<file path="src/rtl/kmult_pkg.sv">
// Shared constants, state encoding and the Karatsuba recombination helper
// for the serial 64x64 multiplier.
package kmult_pkg;

    localparam int OP_W    = 64;
    localparam int IN_W    = 4;
    localparam int OUT_W   = 8;
    localparam int NIBBLES = 16;
    localparam int BYTES   = 16;

    localparam logic [OUT_W-1:0] IDLE_BYTE = 8'hFF;

    typedef enum logic [1:0] {
        IDLE,
        LOAD,
        COMPUTE,
        SEND
    } state_t;

    typedef logic [OP_W-1:0]   operand_t;
    typedef logic [2*OP_W-1:0] product_t;

    // The middle term zm-z2-z0 is always non-negative and fits in 66 bits.
    function automatic product_t kmult_combine(
        input logic [65:0] z2,
        input logic [65:0] zm,
        input logic [65:0] z0
    );
        logic [65:0] mid;
        mid = zm - z2 - z0;
        return (product_t'(z2) << 64) + (product_t'(mid) << 32) + product_t'(z0);
    endfunction

endpackage

</file>
<file path="src/rtl/kmult_mul33.sv">
// Registered 33x33 unsigned multiplier, time-shared across the three
// Karatsuba partial products.
module kmult_mul33 (
    input  logic        clk,
    input  logic        rst,
    input  logic [32:0] a,
    input  logic [32:0] b,
    output logic [65:0] p
);

    always_ff @(posedge clk) begin
        if (!rst) begin
            p <= '0;
        end else begin
            p <= {33'b0, a} * {33'b0, b};
        end
    end

endmodule

</file>
<file path="src/rtl/karatsuba_serial_mult.sv">
// 64x64 unsigned multiplier: nibble-serial load, one-level Karatsuba on a
// shared 33x33 multiplier, byte-serial output. KMULT_OUT_VALID_EN adds out_valid.
module karatsuba_serial_mult
    import kmult_pkg::*;
(
    input  logic             clk,
    input  logic             rst,
    input  logic             start,
    input  logic             T_Ready,
    input  logic [IN_W-1:0]  Data_in1,
    input  logic [IN_W-1:0]  Data_in2,
    output logic [OUT_W-1:0] Data_out
`ifdef KMULT_OUT_VALID_EN
    ,
    output logic             out_valid
`endif
);

    state_t        state_reg, state_next;
    operand_t      a_reg, b_reg;
    product_t      product_reg;
    logic [65:0]   z0_reg, z2_reg, zm_reg;
    logic [3:0]    cnt_reg;
    logic [3:0]    byte_next;
    logic [7:0]    data_out_reg;
    logic [32:0]   mul_a, mul_b;
    logic [32:0]   a_sum, b_sum;
    logic [65:0]   mul_p;
    product_t      p_full;

    assign a_sum     = {1'b0, a_reg[63:32]} + {1'b0, a_reg[31:0]};
    assign b_sum     = {1'b0, b_reg[63:32]} + {1'b0, b_reg[31:0]};
    assign p_full    = kmult_combine(z2_reg, zm_reg, z0_reg);
    assign byte_next = cnt_reg + 4'd1;

    // Operand select: product for step n is ready at mul_p during step n+1.
    always_comb begin
        mul_a = '0;
        mul_b = '0;
        if (state_reg == COMPUTE) begin
            case (cnt_reg)
                4'd0: begin
                    mul_a = {1'b0, a_reg[31:0]};
                    mul_b = {1'b0, b_reg[31:0]};
                end
                4'd1: begin
                    mul_a = {1'b0, a_reg[63:32]};
                    mul_b = {1'b0, b_reg[63:32]};
                end
                4'd2: begin
                    mul_a = a_sum;
                    mul_b = b_sum;
                end
                default: ;
            endcase
        end
    end

    kmult_mul33 u_mul (
        .clk (clk),
        .rst (rst),
        .a   (mul_a),
        .b   (mul_b),
        .p   (mul_p)
    );

    always_comb begin
        state_next = state_reg;
        case (state_reg)
            IDLE:    if (start) state_next = LOAD;
            LOAD:    if (cnt_reg == 4'd1) state_next = COMPUTE;
            COMPUTE: if (cnt_reg == 4'd4) state_next = SEND;
            SEND:    if (T_Ready && cnt_reg == 4'(BYTES - 1)) state_next = IDLE;
            default: state_next = IDLE;
        endcase
    end

    always_ff @(posedge clk) begin
        if (!rst) begin
            state_reg <= IDLE;
        end else begin
            state_reg <= state_next;
        end
    end

    always_ff @(posedge clk) begin
        if (!rst) begin
            a_reg        <= '0;
            b_reg        <= '0;
            product_reg  <= '0;
            z0_reg       <= '0;
            z2_reg       <= '0;
            zm_reg       <= '0;
            cnt_reg      <= '0;
            data_out_reg <= IDLE_BYTE;
        end else begin
            case (state_reg)
                IDLE: begin
                    if (start) begin
                        a_reg   <= {60'b0, Data_in1};
                        b_reg   <= {60'b0, Data_in2};
                        cnt_reg <= 4'(NIBBLES - 1);
                    end
                end
                LOAD: begin
                    a_reg   <= {a_reg[59:0], Data_in1};
                    b_reg   <= {b_reg[59:0], Data_in2};
                    cnt_reg <= cnt_reg - 4'd1;
                end
                COMPUTE: begin
                    cnt_reg <= cnt_reg + 4'd1;
                    case (cnt_reg)
                        4'd1: z0_reg <= mul_p;
                        4'd2: z2_reg <= mul_p;
                        4'd3: zm_reg <= mul_p;
                        4'd4: begin
                            product_reg  <= p_full;
                            data_out_reg <= p_full[7:0];
                            cnt_reg      <= '0;
                        end
                        default: ;
                    endcase
                end
                SEND: begin
                    if (T_Ready) begin
                        if (cnt_reg == 4'(BYTES - 1)) begin
                            data_out_reg <= IDLE_BYTE;
                            cnt_reg      <= '0;
                        end else begin
                            data_out_reg <= product_reg[{byte_next, 3'b000} +: 8];
                            cnt_reg      <= byte_next;
                        end
                    end
                end
                default: ;
            endcase
        end
    end

    assign Data_out = data_out_reg;

`ifdef KMULT_OUT_VALID_EN
    assign out_valid = (state_reg == SEND);
`endif

endmodule

</file>
<file path="config.mk">
export PLATFORM = sky130hd
export DESIGN_NAME = karatsuba_serial_mult
export DESIGN_NICKNAME = d
export VERILOG_FILES = /design/src/rtl/kmult_pkg.sv /design/src/rtl/kmult_mul33.sv /design/src/rtl/karatsuba_serial_mult.sv
export SDC_FILE = /design/constraint.sdc
export NUM_CORES = 2
export LEC_CHECK = 0
export ABC_AREA = 1
export CORE_MARGIN = 8
export CORE_UTILIZATION = 35
export CTS_CLUSTER_DIAMETER = 50
export CTS_CLUSTER_SIZE = 30
export DETAILED_ROUTE_END_ITERATION = 10
export GPL_ROUTABILITY_DRIVEN = 0
export PLACE_DENSITY = 0.47
export SKIP_LAST_GASP = 1
export SLEW_MARGIN = 40
export SYNTH_ARGS = -nofsm -noshare
export SYNTH_HDL_FRONTEND = slang
export SYNTH_SLANG_ARGS = --single-unit
</file>
<file path="constraint.sdc">
create_clock -name clk -period 11.2 [get_ports clk]
set_clock_uncertainty 0.1 [all_clocks]
set_input_delay 1.12 -clock clk [delete_from_list [all_inputs] [get_ports clk]]
set_output_delay 1.12 -clock clk [all_outputs]
set_load 0.005 [all_outputs]
</file>
After elaboration in Yosys (flattened, before gate mapping):

Cells that the tools add are included.
W data, S select, Z words.

* flip-flop bits (word level): 534
* latch bits: 0
* memory bits (writable): 0
* bits in read-only memories: 0
* output and inout bits: 8
* word-level logic and storage cells: 68
* memories kept: 0

* add/sub/neg operators: 8
* multipliers: 1
* div/mod/pow operators: 0
* $lt $le $gt $ge: 0
* equal/unequal tests: 13
* shift operators: 1
* muxes and demuxes: 22
* bitwise logic cells: 0
* reductions and logical operators: 13

Operator list (count)
* $pmux W64 S2: 2
* $pmux W33 S3: 2
* $sub A66 B66 Y66: 2
* $add A128 B66 Y128: 1
* $add A128 B98 Y128: 1
* $mux W64: 2
* $shiftx A128 B8 Y8: 1
* $add A32 B32 Y33: 2
* $mul A33 B33 Y66: 1
* $mux W33: 2
* $mux W8: 3
* $mux W4: 4
* $pmux W4 S4: 1
* $pmux W8 S2: 1
* $reduce_and A2 Y1: 6
* $eq A4 B2 Y1 const B: 2
* $mux W2: 4
* $ne A2 B2 Y1 const B: 4
* $pmux W2 S4: 1
* $add A4 B1 Y4 const B: 1
* $eq A2 B2 Y1 const B: 2
* $eq A4 B1 Y1 const B: 1
* $eq A4 B3 Y1 const B: 1
* $eq A4 B4 Y1 const B: 1
* 9 further kinds: 10

Longest topological paths before layout:

* word-level depth: 6
* gate-level depth with buffers: 45

Cells and area by module:

A second synthesis with hierarchy kept.

* cell total of the unflattened synthesis: 11619
* area total of the unflattened synthesis: 78153.7 µm²

By module, submodules not included
* kmult_mul33: instances 1, cells each 5463, area an instance 40003.4 µm²
* karatsuba_serial_mult: instances 1, cells each 6156, area an instance 38150.3 µm²

Worst setup path before layout:

OpenSTA, ideal clock, no wires.

* path type: flip-flop to flip-flop
* start point: register a_reg[0]
* end point: register u_mul.p[61]
* setup time: 0.115 ns
* arrival time: 7.499 ns
* data required time: 10.985 ns
* setup slack: 3.486 ns
* cell stages (with the launch flop): 40
* clock period less this slack: 7.714 ns
* cells stage by stage: dfxtp_1 > ha_1 > fa_1 > nand2_1 > nand3_1 > and2_4 > a21o_1 > nand2_1 > nand4_1 > nand3_1 > nand2_2 > nand2_2 > buf_4 > nor2_1 > fa_1 > inv_1 > fa_1 > inv_1 > [... 4 more ...] > fa_1 > fa_1 > fa_1 > inv_1 > fa_1 > inv_1 > ha_1 > nand2_1 > nor2_1 > inv_1 > nor2_1 > inv_1 > nor3_1 > nand2_1 > nand2_1 > nand3_1 > a21oi_1 > nor2_1

* word-level cells in the longest chain between the ends: 4

RTL lines
* start: declaration: RTL line karatsuba_serial_mult.sv:20 `operand_t a_reg, b_reg;`
* start signal: assignment: RTL line karatsuba_serial_mult.sv:100 `a_reg <= {60'b0, Data_in1};`
* start signal: assignment: RTL line karatsuba_serial_mult.sv:106 `a_reg <= {a_reg[59:0], Data_in1};`
* $add A32 B32 Y33: RTL line karatsuba_serial_mult.sv:31 `assign a_sum = {1'b0, a_reg[63:32]} + {1'b0, a_reg[31:0]};`
* $pmux W33 S3 *: RTL line karatsuba_serial_mult.sv:41 `case (cnt_reg)`
* $mux W33 *: RTL line karatsuba_serial_mult.sv:40 `if (state_reg == COMPUTE) begin`
* $mul A33 B33 Y66 *: RTL line kmult_mul33.sv:15 `p <= {33'b0, a} * {33'b0, b};`
* end signal: assignment: RTL line kmult_mul33.sv:15
* end: declaration: RTL line kmult_mul33.sv:8 `output logic [65:0] p`

Mark *: on every way between the ends. The rest lies on a longest branch, timed or not.
A chain may end at the register's enable or synchronous reset.

Final worst setup path:

* start point: register a_reg[32]
* end point: register u_mul.p[55]

Same word-level chain as after synthesis.

==> results by group <==
Drt
  • Via count: 69730
  • DRT Pass-1 Iters: 6
  • DRC Markers: 0
  • Avg WL per Cell: 23.30 um
  • Final WL: between 300 and 400 mm
  • Initial detailed-routing violation count: 5459
  • Via-per-instance ratio: 5.151
  • Antenna Nets Post-Route: 0

STA
  • Unrepaired setup endpoints after global routing: false
  • Tmin final: 9989 ps
  • Max Transition Viols Final: 0
  • Worst slew pin tran: 904.2 ps
  • Max frequency: between 100 and 150 MHz
  • TNS Setup: 0 ps
  • Setup WS post-layout: approximately 1200 ps
  • Final worst path period share: 0.8919
  • Hold Vio Cnt, Final: 0
  • Final setup viols: 0
  • Slew HR: 0.3972

Clocking
  • Clock tree buffer depth: 3
  • Postcts setup bufs: 0
  • Post-cts sizing count: 0
  • Worst-path clk slew: roughly 70 ps
  • Post-CTS Hold Buffers: 0
  • Sink Count: 534
  • Root buf cell: clkbuf_16
  • # H-tree levels: 3
  • TritonCTS Buffers: 77
  • TritonCTS clock tree: yes
  • Worst skew pair latency: about 740 ps

Placement
  • Detail Placement HPWL: 261.4 mm
  • Port bufs: 19
  • DP Area: between 0.07 and 0.08 sq mm
  • Setup WS pre-CTS: 1279 ps

Setup path
  • Critical Path Source Type: register
  • Most used cell, CP: fa_1
  • Worst Setup EP: u_mul.p[55]
  • Worst Path Buf+Inv: 7
  • Req. time, crit path: ~12000 ps
  • Worst R2R Start: a_reg[32]
  • Crit path DAT: roughly 11000 ps
  • FF-to-FF End: u_mul.p[55]
  • Setup Crit Path Kind: register to register
  • CP delay by family, top: adder cells
  • CP Depth: 36
  • Crit-path max cell delay: ~520 ps
  • Reg2reg path depth: 36
  • Worst Path Max Fanout: 13
  • FF-to-FF setup slack: 1210 ps
  • Crit end category: register
  • Critical path origin: a_reg[32]
  • Crit-path slowest cell: fa_1

Die
  • Starting density of the core: 0.3508
  • Total die area: 0.2322 sq mm
  • Die Wd: 481.9 um
  • Die height: 481.9 um
  • CORE AREA: 0.2165 sq mm
  • Number of top-level pins: 20
  • Num rows: 171

Layout
  • Area growth syn-to-layout: 7.270%
  • Design Area, Final: 0.08149 sq mm
  • Most common cell after layout, fill and taps aside: nand2_1
  • Commonest cells after routing, fill and taps aside: nand2_1 (2488), inv_1 (2294), nor2_1 (1033), fa_1 (1028), a21oi_1 (837)
  • Largest register FFs: 128
  • Layout cells sized above 1: 0.04111
  • Fin nets: around 12000

Yosys
  • Average size of a mapped cell: roughly 7.0 sq um
  • Sequential share of the synthesized area: 0.1407
  • EDFF count, synth: 0
  • Yosys top cell area share: 0.2709
  • #FFs+latches synth: 534
  • Syn Nets: 12360
  • Yosys warns: 0
  • Cells taking the most area after synthesis: fa_1 (27%), dfxtp_1 (14%), nand2_1 (12%), inv_1 (11%), ha_1 (8.8%)
  • Asr flop ratio synth: 0
  • Synth unique cells: 60
  • Area leader, netlist: fa_1
  • Cells after Synth: 10790
  • Mapped cell area: between 0.07 and 0.08 sq mm
  • Ys flop type: dfxtp_1

GRT
  • GRT Util Overall: 0.2674
  • Vias in the first global route: about 70000
  • First-pass GRT wire length: 463.5 mm
  • Total grt overflow: 0
  • Antenna violations before repair: 8
  • Largest net degree at the start of global routing: ~210

Hold path
  • HP Class: register to register

Power and ir drop
  • Switching Fraction: 0.6185
  • Gate power share: 0.754
  • Flop pwr share: 0.110
  • Clk pwr share: 0.136
  • Switching Power: 12.09 mW
  • P_int: 7.460 mW
  • Leak: around 40 nW
  • Peak VDD IR: 0.0002811 V
  • Cell Pwr Density: 240.0 mW/mm^2

Flow run
  • Max cap viols: 0

Run status
  • Status: complete, no violations
==> worst reg2reg max path: cells and delay by family, from the launching register on <==
kind | cells | cell delay, ps
AOI/OAI and AO/OA | 6 | 1570
and+or+nand+nor | 12 | 1990
DFF | 1 | 340
buffers and inverters | 7 | 1030
adders and majority gates | 11 | 4870
==> how the worst min path moves through the flow <==
| stage | startpoint | end | slack, ps | cells past startpoint |
|---|---|---|---|---|
| floorplan | product_reg[1] | product_reg[1] | 330 | 2 |
| global placement | product_reg[1] | product_reg[1] | 340 | 2 |
| detailed placement | product_reg[1] | product_reg[1] | 340 | 2 |
| CTS | product_reg[1] | product_reg[1] | 360 | 2 |
| global route | product_reg[34] | product_reg[34] | 370 | 2 |
| finish | product_reg[34] | product_reg[34] | 360 | 2 |
==> final cells by class <==
| type | count | area, sq um |
|---|---|---|
| Sequential cell | 534 | 10690 |
| Clock inverter | 59 | 784.5 |
| Timing Repair Buffer | 100 | 925.9 |
| Clock buffer | 84 | 2003 |
| Fill cell | 23320 | 135000 |
| Inverter | 2350 | 8840 |
| Tap cell | 2854 | 3571 |
| Multi-Input combinational cell | 7552 | 54660 |
| Antenna cell | 3 | 7.507 |
==> power by group through the flow <==
stage	clock (mW)	combinational, mW	sequential [mW]
5_1_grt	2.79	15.7	2.15
3_3_place_gp	0	14.3	2.18
2_1_floorplan	0	8.72	2.11
3_5_place_dp	0	14.2	2.19
4_1_cts	2.71	14.4	2.14
6_report	2.65	14.8	2.15
==> logic make-up after synthesis <==
logic type	synth area share
compound gates	0.1205
xor+xnor	0.01209
fa+ha+maj	0.3590
buf+inv	0.1408
flops	0.1407
simple gates	0.2268
==> metrics by stage <==
step / power [mW] / hold slack [ps] / instances / utilization
global placement: 16.47 / 340.9 / 13390 / 0.3630
finish: 19.55 / 355.4 / 13540 / 0.3763
detailed placement: 16.40 / 345.0 / 13390 / 0.3632
CTS: 19.20 / 356.0 / 13530 / 0.3761
global route: 20.67 / 371.2 / 13530 / 0.3763
floorplan: 10.82 / 329.7 / 10790 / -
==> synthesized netlist by cell type (5+ instances only) <==
cell,n
nand3b_1,17
a21oi_2,5
nand4_1,64
a22o_1,45
xor2_1,89
inv_1,2294
nand3_1,379
nand3_2,18
nor2_2,35
a31oi_1,12
o21bai_1,61
nand2_2,51
buf_6,34
xnor2_1,14
o21a_1,38
a21o_1,31
nor2_1,1034
fa_1,1028
a21boi_0,8
o21ai_1,14
inv_2,50
o21ai_0,563
nand2_1,2492
a21oi_1,837
buf_4,40
and2_1,8
o211ai_1,33
ha_1,535
nor3_1,62
nor4_1,11
buf_1,7
o221ai_1,10
nand2_4,22
clkbuf_1,152
buf_2,117
dfxtp_1,534
==> layer usage <==
| layer | vias to the layer above | track usage | wire [um] |
|---|---|---|---|
| li1 | 32610 | - | - |
| met1 | 34010 | 0.3317 | 129500 |
| met2 | 2452 | 0.4457 | 145000 |
| met3 | 661 | 0.03717 | 18510 |
| met4 | 0 | 0.1525 | 22310 |
| met5 | - | 0 | 0 |
Power figures use the tool's default switching activity.
